==> src/rtl/sram_arbiter_pkg.sv <==
// sram_arbiter_pkg: shared widths, response-state encoding and
// default starvation limit for the unified SRAM arbiter.
package sram_arbiter_pkg;

  localparam int ADDR_W = 32;
  localparam int DATA_W = 32;
  localparam int STRB_W = 4;
  localparam int CNT_W  = 4;

  localparam int STARVE_LIMIT_DEF = 4;

  typedef enum logic [1:0] {
    R_NONE = 2'd0,
    R_INST = 2'd1,
    R_DATA = 2'd2
  } resp_e;

endpackage

==> src/rtl/sram_arbiter_if.sv <==
// sram_arbiter_if: inst/data requester buses plus the unified SRAM port.
// slave = arbiter side; master = pipeline stages and SRAM macro side.
interface sram_arbiter_if;
  import sram_arbiter_pkg::*;

  logic              inst_req;
  logic [ADDR_W-1:0] inst_addr;
  logic              inst_addr_ok;
  logic              inst_data_ok;
  logic [DATA_W-1:0] inst_rdata;

  logic              data_req;
  logic              data_wr;
  logic [STRB_W-1:0] data_wstrb;
  logic [ADDR_W-1:0] data_addr;
  logic [DATA_W-1:0] data_wdata;
  logic              data_addr_ok;
  logic              data_data_ok;
  logic [DATA_W-1:0] data_rdata;

  logic              sram_en;
  logic [STRB_W-1:0] sram_we;
  logic [ADDR_W-1:0] sram_addr;
  logic [DATA_W-1:0] sram_wdata;
  logic [DATA_W-1:0] sram_rdata;

  modport slave (
    input  inst_req, inst_addr,
    output inst_addr_ok, inst_data_ok, inst_rdata,
    input  data_req, data_wr, data_wstrb,
    input  data_addr, data_wdata,
    output data_addr_ok, data_data_ok, data_rdata,
    output sram_en, sram_we, sram_addr, sram_wdata,
    input  sram_rdata
  );

  modport master (
    output inst_req, inst_addr,
    input  inst_addr_ok, inst_data_ok, inst_rdata,
    output data_req, data_wr, data_wstrb,
    output data_addr, data_wdata,
    input  data_addr_ok, data_data_ok, data_rdata,
    input  sram_en, sram_we, sram_addr, sram_wdata,
    output sram_rdata
  );

endinterface

==> src/rtl/sram_arbiter_starve_counter.sv <==
// starve_counter: counts consecutive denied inst cycles, saturating at
// LIMIT; starve flags that inst must win the next contested grant.
module starve_counter
  import sram_arbiter_pkg::*;
#(
  parameter int LIMIT = STARVE_LIMIT_DEF
) (
  input  logic clk,
  input  logic resetn,
  input  logic inst_req,
  input  logic grant_inst,
  output logic starve
);

  localparam logic [CNT_W-1:0] LIM = CNT_W'(LIMIT);

  logic [CNT_W-1:0] cnt;

  assign starve = (cnt == LIM);

  always_ff @(posedge clk or negedge resetn) begin
    if (!resetn) begin
      cnt <= '0;
    end else if (!inst_req || grant_inst) begin
      cnt <= '0;
    end else if (cnt != LIM) begin
      cnt <= cnt + 1'b1;
    end
  end

endmodule

==> src/rtl/sram_arbiter.sv <==
// sram_arbiter: one-request-per-cycle arbiter of a single-port SRAM
// between fetch (read) and data (r/w); data first, starvation-bounded.
module sram_arbiter
  import sram_arbiter_pkg::*;
#(
  parameter int STARVE_LIMIT = STARVE_LIMIT_DEF
) (
  input logic          clk,
  input logic          resetn,
  sram_arbiter_if.slave bus
);

  logic  starve;
  logic  grant_inst;
  logic  grant_data;
  resp_e resp_state;

  // Grants are gated by reset so nothing reaches the SRAM while held.
  assign grant_inst = resetn & bus.inst_req &
                      (~bus.data_req | starve);
  assign grant_data = resetn & bus.data_req & ~grant_inst;

  assign bus.inst_addr_ok = grant_inst;
  assign bus.data_addr_ok = grant_data;
  assign bus.sram_en      = grant_inst | grant_data;

  always_comb begin
    bus.sram_addr  = '0;
    bus.sram_wdata = '0;
    bus.sram_we    = '0;
    unique case (1'b1)
      grant_inst: begin
        bus.sram_addr  = bus.inst_addr;
        bus.sram_wdata = bus.data_wdata;
      end
      grant_data: begin
        bus.sram_addr  = bus.data_addr;
        bus.sram_wdata = bus.data_wdata;
        bus.sram_we    = bus.data_wr ? bus.data_wstrb : '0;
      end
      default: ;
    endcase
  end

  starve_counter #(
    .LIMIT (STARVE_LIMIT)
  ) u_starve (
    .clk        (clk),
    .resetn     (resetn),
    .inst_req   (bus.inst_req),
    .grant_inst (grant_inst),
    .starve     (starve)
  );

  always_ff @(posedge clk or negedge resetn) begin
    if (!resetn) begin
      resp_state <= R_NONE;
    end else if (grant_inst) begin
      resp_state <= R_INST;
    end else if (grant_data) begin
      resp_state <= R_DATA;
    end else begin
      resp_state <= R_NONE;
    end
  end

  assign bus.inst_data_ok = (resp_state == R_INST);
  assign bus.data_data_ok = (resp_state == R_DATA);
  assign bus.inst_rdata   = bus.inst_data_ok ? bus.sram_rdata : '0;
  assign bus.data_rdata   = bus.data_data_ok ? bus.sram_rdata : '0;

endmodule
==> src/flat_wrapper.sv <==
// flat-port wrapper written by rule: the top's interface ports become plain ports
module sram_arbiter_flat import sram_arbiter_pkg::*;
#(
  parameter int STARVE_LIMIT = STARVE_LIMIT_DEF
)
  (clk, resetn, bus_inst_req, bus_inst_addr, bus_inst_addr_ok, bus_inst_data_ok, bus_inst_rdata, bus_data_req, bus_data_wr, bus_data_wstrb, bus_data_addr, bus_data_wdata, bus_data_addr_ok, bus_data_data_ok, bus_data_rdata, bus_sram_en, bus_sram_we, bus_sram_addr, bus_sram_wdata, bus_sram_rdata);
  sram_arbiter_if bus_i ();
  input logic clk;
  input logic resetn;
  input wire logic [$bits(bus_i.inst_req)-1:0] bus_inst_req;
  input wire logic [$bits(bus_i.inst_addr)-1:0] bus_inst_addr;
  output wire logic [$bits(bus_i.inst_addr_ok)-1:0] bus_inst_addr_ok;
  output wire logic [$bits(bus_i.inst_data_ok)-1:0] bus_inst_data_ok;
  output wire logic [$bits(bus_i.inst_rdata)-1:0] bus_inst_rdata;
  input wire logic [$bits(bus_i.data_req)-1:0] bus_data_req;
  input wire logic [$bits(bus_i.data_wr)-1:0] bus_data_wr;
  input wire logic [$bits(bus_i.data_wstrb)-1:0] bus_data_wstrb;
  input wire logic [$bits(bus_i.data_addr)-1:0] bus_data_addr;
  input wire logic [$bits(bus_i.data_wdata)-1:0] bus_data_wdata;
  output wire logic [$bits(bus_i.data_addr_ok)-1:0] bus_data_addr_ok;
  output wire logic [$bits(bus_i.data_data_ok)-1:0] bus_data_data_ok;
  output wire logic [$bits(bus_i.data_rdata)-1:0] bus_data_rdata;
  output wire logic [$bits(bus_i.sram_en)-1:0] bus_sram_en;
  output wire logic [$bits(bus_i.sram_we)-1:0] bus_sram_we;
  output wire logic [$bits(bus_i.sram_addr)-1:0] bus_sram_addr;
  output wire logic [$bits(bus_i.sram_wdata)-1:0] bus_sram_wdata;
  input wire logic [$bits(bus_i.sram_rdata)-1:0] bus_sram_rdata;
  assign bus_i.inst_req = bus_inst_req;
  assign bus_i.inst_addr = bus_inst_addr;
  assign bus_inst_addr_ok = bus_i.inst_addr_ok;
  assign bus_inst_data_ok = bus_i.inst_data_ok;
  assign bus_inst_rdata = bus_i.inst_rdata;
  assign bus_i.data_req = bus_data_req;
  assign bus_i.data_wr = bus_data_wr;
  assign bus_i.data_wstrb = bus_data_wstrb;
  assign bus_i.data_addr = bus_data_addr;
  assign bus_i.data_wdata = bus_data_wdata;
  assign bus_data_addr_ok = bus_i.data_addr_ok;
  assign bus_data_data_ok = bus_i.data_data_ok;
  assign bus_data_rdata = bus_i.data_rdata;
  assign bus_sram_en = bus_i.sram_en;
  assign bus_sram_we = bus_i.sram_we;
  assign bus_sram_addr = bus_i.sram_addr;
  assign bus_sram_wdata = bus_i.sram_wdata;
  assign bus_i.sram_rdata = bus_sram_rdata;
  sram_arbiter #(.STARVE_LIMIT(STARVE_LIMIT)) u_core (.clk(clk), .resetn(resetn), .bus(bus_i));
endmodule
==> config.mk <==
export PLATFORM = sky130hd
export DESIGN_NAME = sram_arbiter_flat
export DESIGN_NICKNAME = d
export VERILOG_FILES = /design/src/rtl/sram_arbiter_pkg.sv /design/src/rtl/sram_arbiter_if.sv /design/src/rtl/sram_arbiter_starve_counter.sv /design/src/rtl/sram_arbiter.sv /design/src/flat_wrapper.sv
export SDC_FILE = /design/constraint.sdc
export NUM_CORES = 1
export LEC_CHECK = 0
export ABC_AREA = 1
export BUFFER_PORTS_ARGS = -buffer_cell sky130_fd_sc_hd__buf_4
export CAP_MARGIN = 10
export CORE_AREA = 2 2 105 107
export CTS_BUF_LIST = sky130_fd_sc_hd__clkbuf_8
export CTS_CLUSTER_DIAMETER = 50
export DETAILED_ROUTE_END_ITERATION = 7
export DIE_AREA = 0 0 107 109
export GPL_TIMING_DRIVEN = 0
export PLACE_DENSITY = 0.48
export REMOVE_ABC_BUFFERS = 1
export SLEW_MARGIN = 15
export SYNTH_ARGS = -nofsm -noshare
export SYNTH_HDL_FRONTEND = slang
export SYNTH_SLANG_ARGS = --single-unit
==> constraint.sdc <==
create_clock -name clk -period 1.7 [get_ports clk]
set_input_delay 0.085 -clock clk [delete_from_list [all_inputs] [get_ports clk]]
set_output_delay 0.085 -clock clk [all_outputs]
set_load 0.01 [all_outputs]
==> results of run 1 <==
==> cells by family after synthesis <==
| kind of cell | after synthesis | share of synthesized area |
|---|---|---|
| AND/OR/NAND/NOR | 193 | 0.527 |
| buffers and inverters | 65 | 0.181 |
| AO/OA/AOI/OAI | 35 | 0.177 |
| flip-flops | 6 | 0.0989 |
| adder cells (fa/ha/maj) | 2 | 0.0165 |
==> power by group through the flow <==
| stage | Combinational [mW] | Clock (mW) | Sequential [mW] |
|---|---|---|---|
| 6_report | 1.07 | 0.205 | 0.162 |
| 5_1_grt | 1.15 | 0.217 | 0.163 |
| 4_1_cts | 1.02 | 0.211 | 0.161 |
| 3_5_place_dp | 0.840 | 0 | 0.166 |
| 3_3_place_gp | 0.836 | 0 | 0.165 |
| 2_1_floorplan | 0.301 | 0 | 0.164 |
==> synthesized netlist by cell type <==
library cell  count  area [sq um]
o21bai_1          1          7.51
nor2_1           75           282
buf_6             3          33.8
ha_1              2          25.0
nand2_1          75           282
nand2_2           6          37.5
a21oi_4           1          16.3
inv_1            44           165
buf_2             6          30.0
nand4_1           1          6.26
a21boi_0         32           240
clkbuf_1         12          45.0
dfrtp_1           6           150
nand3_1          35           175
o21ai_0           1          5.00
nand3_4           1          17.5
==> worst register-to-register path: stages, from the launching register on <==
cell and delay (ps):
dfrtp_1 380, inv_2 90, ha_4 150, nand3_4 100, buf_12 160, nand2_8 170
nand2_8 130, buf_4 160, nand2_1 110, nor2_1 60
==> state kept, by name (all words and copies together), names as in the netlist <==
register	count
u_core.u_starve.cnt	4
u_core.resp_state	2
==> cells in the final DEF (no fill, tap or decap), types with 5 or more instances in the layout <==
cell / instances
nand2_1: 34
nor2_1: 70
dfrtp_1: 6
nand3_2: 14
nand2_8: 9
inv_1: 38
clkinvlp_4: 5
a21boi_0: 32
buf_4: 254
nand3_1: 19
buf_6: 38
nand2_4: 10
nand2_2: 33
==> through the flow <==
| step | setup TNS (ps) | util | hold slack (ps) | std cells |
|---|---|---|---|---|
| after global placement | -24670 | 0.343 | -98.2 | 693 |
| after CTS | -3940 | 0.405 | 217 | 724 |
| after global routing | -5110 | 0.424 | 238 | 726 |
| after floorplan | 0 | - | -211 | 280 |
| after detailed placement | -25450 | 0.343 | -97.6 | 693 |
| final | -2650 | 0.424 | 213 | 726 |
==> repair_timing <==
item,CTS,global route
setup endpoints to repair,109,70
setup buffers,17,6
endpoints found under the hold margin,6,0
hold buffers,1,0
pin swaps,13,27
cloned,10,1
gates resized for setup,69,77
==> worst max-delay path by stage <==
stage               slack, ps  cells after the start           endpoint
finish                   -110                      9     bus_sram_we[3]
global route             -180                      9  bus_sram_addr[16]
CTS                      -100                      5  bus_inst_rdata[0]
detailed placement       -780                      6   bus_data_addr_ok
global placement         -800                      6   bus_data_addr_ok
floorplan                  30                      6   bus_sram_addr[0]
==> routing by layer <==
layer,vias to the layer above,part of all wire,track usage
li1,1503,-,-
met1,1327,0.34,0.163
met2,157,0.56,0.331
met3,6,0.087,0.0359
met4,0,0.014,0.0445
met5,-,0,0
==> area by class of cell <==
cell class	instances	area, sq um
Clock buffer	3	41.3
Fill cell	1076	6110
Inverter	44	181
Timing Repair Buffer	295	2380
Sequential cell	6	150
Tap cell	140	175
Timing Repair inverter	2	15.0
Multi-Input combinational cell	236	1550
==> impl_metrics.ini, run 1 <==
[run_status]
status = finished with violations
violations = setup timing

[worst_hold_path]
hold_path_class = input pin to flip-flop
hp-start = bus_inst_req
hold_end = u_core.u_starve.cnt[0]
holdPathStages = 3

[drt]
drtAntennaViolNets = 0
drt-total-wl_um = 10500
vias_per_cell = 4.12
drc = 0
wl_per_cell_um = 14.5
num_vias = 2993
drt_pass1_iterations = 4
drt_iter0_drc = 84

[pwr]
leakage_nw = 2.53
finalPower_mw = 1.44
swShare = 0.389
vdd_drop_max_v = 0.000178
power.share.clock = 0.142
combPwrFrac = 0.745
pwr_density_cell_mw_per_mm2 = 320
seqPwrFrac = 0.112
power.switching_mw = 0.561
p_int_mw = 0.879

[placed_design]
port_buffers = 273
dp_hpwl_um = 7080
place_congestion = 0.731
dp_slack_ps = -782
placed_cell_area_sq_mm = 0.00363

[sta]
period_minus_slack_ps = 1810
min_period_over_period = 1.06
finalMaxSlewViolations = 0
finalClockSkew_ps = 1.74
fmax_mhz = 553
rsz0062_at_grt = true
maxSlewHeadroom = 0.587
final_hold_viol_count = 0
tightest_slew_ps = 617
worst_slack_ps = -109
setup_viol = 38

[cts]
cts_buffers = 3
cts_max_level = 1
cts.sinks = 6
clock_path_buffers = 2
cts.clk_slew.worst_paths_ps = 30
cts_tree = built
cts-root-buf = clkbuf_8
clk_latency_ps = 220

[final_layout]
fin_area_sq_mm = 0.00450
antennaDiodeCount = 0
final_layout_size_suffix_gt1_frac = 0.652
syn_to_final_growth_pct = 196
final_nets = 727

[synthesis]
ys_ff_latch = 6
syn-cell-area_sq_mm = 0.00152
yosysUniqueCellTypes = 16
syn_inst = 301
avgSynthCellArea_sq_um = 5.04
ys_seq_area_frac = 0.0989
yosysWarnings = 0

[worst_setup_path]
worst_path_max_delay_cell = dfrtp_1
r2r_cells = 9
reg2reg_setup_slack_ps = 80
crit_top_cell = nand2_8
arrival_ps = 1720
critPathMaxFanout = 6
cp.required_ps = 1620
critPathBufInv = 3
cpLargestDelayFamily = simple AND/OR/NAND/NOR gates
worstSetupStartpointType = flip-flop
end_kind = output port
cpPeakStageDelay_ps = 380
cp_cell_sequence = inv_2, ha_4, nand3_4, buf_12, nand2_8, nand2_8, nand2_8, nor2_2, buf_4
r2r-end = u_core.u_starve.cnt[1]
crit_type = flip-flop to output port
worstReg2RegStart = u_core.u_starve.cnt[0]
critPathLaunch = u_core.u_starve.cnt[0]

[global_route]
grt_max_degree = 37
grt_usage = 0.162
grt_pass1_vias = 2741
grt_pass1_wl_um = 14500
antenna_found_initial = 0
grt_overflow = 0

[floorplan]
die_area_sq_mm = 0.0117
coreArea_sq_mm = 0.0106
die_w_um = 107
rows = 38
die_h_um = 109
start_util = 0.143
ioPinCount = 274

[run]
cap_violations = 0
Note: power is estimated with default switching activity, not from simulation.
==> run 2: changes to the inputs <==
--- a/config.mk
+++ b/config.mk
@@ -15,6 +15,7 @@
 export DIE_AREA = 0 0 107 109
 export GPL_TIMING_DRIVEN = 0
 export PLACE_DENSITY = 0.48
+export RECOVER_POWER = 25
 export REMOVE_ABC_BUFFERS = 1
 export SLEW_MARGIN = 15
 export SYNTH_ARGS = -nofsm -noshare
==> run 2 against run 1 <==
Compared with the run above: clock-buffer cell count is the same; the run still ends with setup timing left; power shrank 1.6%; sequential power hardly changed; clock skew stayed put; core utilization shrank 0.70 points; critical path type unchanged; die area is the same; non-clock buffer count unchanged; routed wire length hardly changed; register-to-register slack is essentially flat; critical path depth stayed put.
==> impl_metrics.ini, run 2 (synthesized netlist as in run 1, its figures left out) <==
[run_status]
status = finished with violations
violations = setup timing

[final_layout]
final_layout_size_suffix_gt1_frac = 0.618
multiInputGateArea_sq_mm = 0.00155
fill_cells = 1099
syn_to_final_growth_pct = 191
layout.area.seq_sq_um = 150
antennaDiodeCount = 0
fin_util = 0.417
final_nets = 727
layout_commonest_cell = buf_4
top_register = u_core.u_starve.cnt
layout_common_cells = buf_4, nor2_1, inv_1, buf_6, nand2_1
top_regs = u_core.u_starve.cnt: 4 flops, u_core.resp_state: 2 flops
largest_reg_flops = 4

[floorplan]
die_w_um = 107
coreArea_sq_mm = 0.0106
die_area_sq_mm = 0.0117
rows = 38
ioPinCount = 274
start_util = 0.143
die_h_um = 109

[sta]
setup_viol = 38
finalMaxSlewViolations = 0
rsz0062_at_grt = true
period_minus_slack_ps = 1810
finalClockSkew_ps = 1.74
min_period_over_period = 1.06
fmax_mhz = 553
maxSlewHeadroom = 0.587
tightest_slew_ps = 618
worst_slack_ps = -109
final_hold_viol_count = 0

[cts]
cts-root-buf = clkbuf_8
cts.sinks = 6
clk_latency_ps = 220
cts_buffers = 3
clock_path_buffers = 2
cts.clk_slew.worst_paths_ps = 30
cts_tree = built
cts_max_level = 1

[drt]
vias_per_cell = 4.12
num_vias = 2990
drc = 0
drt_iter0_drc = 82
drt_pass1_iterations = 4
drtAntennaViolNets = 0
drt-total-wl_um = 10500
wl_per_cell_um = 14.5

[worst_hold_path]
holdPathStages = 3
hold_path_class = input pin to flip-flop
hp-start = bus_inst_req
hold_end = u_core.u_starve.cnt[0]

[placed_design]
dp_hpwl_um = 7080
port_buffers = 273
place_congestion = 0.731
dp_slack_ps = -782

[worst_setup_path]
critPathLaunch = u_core.u_starve.cnt[0]
end_kind = output port
worst_path_max_delay_cell = dfrtp_1
critPathMaxFanout = 6
r2r-end = u_core.u_starve.cnt[1]
worstSetupStartpointType = flip-flop
r2r_cells = 9
crit_top_cell = nand2_8
worstReg2RegStart = u_core.u_starve.cnt[0]
arrival_ps = 1720
crit_type = flip-flop to output port
cpPeakStageDelay_ps = 380
reg2reg_setup_slack_ps = 80
cp_cell_sequence = inv_2, ha_4, nand3_4, buf_12, nand2_8, nand2_8, nand2_8, nor2_2, buf_4
cp.required_ps = 1620

[global_route]
grt_usage = 0.162
grt_overflow = 0
antenna_found_initial = 0
grt_max_degree = 37
grt_pass1_vias = 2741
grt_pass1_wl_um = 14500

[run]
cap_violations = 0

[pwr]
pwr_density_cell_mw_per_mm2 = 320
leakage_nw = 2.46
vdd_drop_max_v = 0.000178
[run 2: cell types whose count changed in the layout (fill, tap and decap cells not counted), sizes merged]
cell / previous run / this run
clkbuf: 3 / 22
buf: 294 / 275
[run 2: layout make-up]
cell class	instances	share of cell area
clock buffers	3	0.00934
inverters	44	0.0410
multi-input cells	236	0.349
flip-flops and latches	6	0.0340
well taps	140	0.0396
repair buffers	295	0.523
repair inverters	2	0.00340
[run 2: how the worst max path moves through the flow]
stage,endpoint,depth (start not counted)
after global routing,bus_sram_addr[16],9
after detailed placement,bus_data_addr_ok,6
after global placement,bus_data_addr_ok,6
after CTS,bus_inst_rdata[0],5
final,bus_sram_we[3],9
after floorplan,bus_sram_addr[0],6
[run 2: routing by layer]
layer / wire length, um / global-route usage / up-vias
li1: - / - / 1503
met1: 3610 / 0.163 / 1324
met2: 5840 / 0.331 / 157
met3: 918 / 0.0359 / 6
met4: 152 / 0.0445 / 0
met5: 0 / 0 / -
[run 2: through the flow]
step | hold WS (ps) | total power, mW | area [sq um] | std cells | TNS, ps
after detailed placement | -97.6 | 1.01 | 3630 | 693 | -25450
after global routing | 238 | 1.51 | 4420 | 726 | -7210
after global placement | -98.2 | 1.00 | 3630 | 693 | -24670
after floorplan | -211 | 0.464 | 1410 | 280 | 0
final | 213 | 1.42 | 4420 | 726 | -2660
after CTS | 217 | 1.40 | 4290 | 724 | -3940
[run 2: timing repair]
item / CTS / global route
gates cloned: 10 / 1
hold buffers: 1 / 0
buffers inserted: 17 / 6
pin swaps: 13 / 27
endpoints found under the setup margin: 109 / 70
gates resized for setup: 69 / 77
hold endpoints to repair: 6 / 0
[run 2: power breakdown]
| part | internal, mW | leakage (nW) | switching (mW) |
|---|---|---|---|
| Combinational | 0.552 | 2.35 | 0.498 |
| Clock | 0.151 | 0.0216 | 0.0536 |
| Sequential | 0.153 | 0.0802 | 0.00823 |
| Total | 0.857 | 2.46 | 0.560 |
[run 2: worst max-delay path, delay by kind of cell (launching register included)]
family        cells  cell delay [ps]
buf+inv           3              380
fa+ha+maj         1              150
simple gates      5              590
flops             1              380
==> run 3: changes to the inputs <==
==> constraint.sdc (replaced) <==
create_clock -name clk -period 2.27 [get_ports clk]
set_input_delay 0.1135 -clock clk [delete_from_list [all_inputs] [get_ports clk]]
set_output_delay 0.1135 -clock clk [all_outputs]
set_load 0.01 [all_outputs]
==> run 3 against run 2 <==
Compared with the run above: the run now ends clean; global-route usage is 2.5 points lower; sequential power shrank 24%; die area stayed put; non-clock buffer count shrank 20; combinational power is 42% lower; clock skew about the same; critical endpoint is now bus_sram_addr[22].
==> impl_metrics.ini, run 3 (synthesized netlist as in run 1, its figures left out) <==
[floorplan]
ioPinCount = 274
die_w_um = 107
coreArea_sq_mm = 0.0106
start_util = 0.143
rows = 38
die_h_um = 109
die_area_sq_mm = 0.0117

[sta]
setup_viol = 0
finalMaxSlewViolations = 0
finalClockSkew_ps = 2.04
final_hold_viol_count = 0
maxSlewHeadroom = 0.278
worst_slack_ps = 200
tightest_slew_ps = 1080
tns_ps = 0
min_period_over_period = 0.912
whs_ps = 208
rsz0062_at_grt = false
period_minus_slack_ps = 2070
fmax_mhz = 483

[worst_setup_path]
worstSetupStartpointType = flip-flop
critPathMaxFanout = 17
arrival_ps = 1960
crit_type = flip-flop to output port
cp.required_ps = 2160
end_kind = output port

[cts]
cts.clk_slew.worst_paths_ps = 30
clk_latency_ps = 220
cts_tree = built
clock_path_buffers = 2
cts_buffers = 3
cts-root-buf = clkbuf_8
cts.sinks = 6
cts_max_level = 1

[run]
cap_violations = 0

[final_layout]
final_nets = 701
layout_common_cells = buf_4, nor2_1, nand2_1, inv_1, nand3_1
fill_cells = 1177
antennaDiodeCount = 0
top_register = u_core.u_starve.cnt
syn_to_final_growth_pct = 139
layout.area.seq_sq_um = 150
top_regs = u_core.u_starve.cnt: 4 flops, u_core.resp_state: 2 flops
final_layout_size_suffix_gt1_frac = 0.463
layout_commonest_cell = buf_4
multiInputGateArea_sq_mm = 0.00113
fin_area_sq_mm = 0.00363
fin_util = 0.343
largest_reg_flops = 4

[drt]
num_vias = 2777
vias_per_cell = 3.97
drt_pass1_iterations = 4
drt_iter0_drc = 114
drc = 0
drt-total-wl_um = 8890
drtAntennaViolNets = 0
wl_per_cell_um = 12.7

[global_route]
grt_pass1_wl_um = 12600
grt_usage = 0.137
grt_max_degree = 37
antenna_found_initial = 0
grt_pass1_vias = 2481
grt_overflow = 0

[pwr]
pwr_density_cell_mw_per_mm2 = 244
vdd_drop_max_v = 0.000120
leakage_nw = 2.17

[placed_design]
placed_cell_area_sq_mm = 0.00363
dp_hpwl_um = 7080
port_buffers = 273
place_congestion = 0.731
dp_slack_ps = -269

[worst_hold_path]
hold_path_class = input pin to flip-flop

[run_status]
status = completed
[run 3: changes by cell type in the layout (fill, tap and decap cells not counted), sizes merged]
cell,delta
inv,+2
clkinvlp,-3
clkbuf,+12
nand2,-5
buf,-32
[run 3: path summary, 6_finish.rpt]
check                                          to  cells after the start  slack [ps]              startpoint
setup / recovery                bus_sram_addr[22]                      7         200  u_core.u_starve.cnt[0]
hold / removal             u_core.u_starve.cnt[3]                      3         210            bus_inst_req
setup reg to reg             u_core.resp_state[1]                      7         590  u_core.u_starve.cnt[0]
hold reg to reg            u_core.u_starve.cnt[3]                      3         610  u_core.u_starve.cnt[3]
max in group asynchronous    u_core.resp_state[0]                      2        1670                  resetn
min in group asynchronous  u_core.u_starve.cnt[1]                      2         390                  resetn
[run 3: stage by stage]
step / total power, mW / cells
CTS: 0.925 / 699
global route: 0.956 / 700
detailed placement: 0.754 / 693
finish: 0.888 / 700
floorplan: 0.348 / 280
global placement: 0.750 / 693
[run 3: where the power goes]
group	internal (mW)	switching [mW]
clock network	0.113	0.0404
logic	0.322	0.289
registers	0.115	0.00816
[run 3: worst max-delay path, stage by stage, from the launching register on]
cell and delay, ps:
dfrtp_1 410, inv_1 90, ha_1 210, nand3_4 160
a21oi_4 500, nand2_1 140, nand2_1 100, buf_4 120
[run 3: layout make-up]
cell class | instances | share of cell area
Timing Repair Buffer | 275 | 0.540
Timing Repair inverter | 1 | 0.00207
Tap cell | 140 | 0.0482
Sequential cell | 6 | 0.0413
Inverter | 44 | 0.0465
Multi-Input combinational cell | 231 | 0.310
Clock buffer | 3 | 0.0114
[run 3: what timing repair did]
item / CTS / global route
gates cloned: 2 / 0
buffers inserted: 0 / 1
pin swaps: 0 / 1
resized for setup: 6 / 1
hold endpoints to repair: 6 / 0
hold buffers: 1 / 0
setup endpoints to repair: 37 / 7
[run 3: routing by layer]
| layer | GRT usage | up-vias | part of all wire |
|---|---|---|---|
| met1 | 0.140 | 1181 | 0.35 |
| met2 | 0.274 | 156 | 0.53 |
| met3 | 0.0341 | 6 | 0.10 |
| met4 | 0.0427 | 0 | 0.017 |
| li1 | - | 1434 | - |
| met5 | 0 | - | 0 |
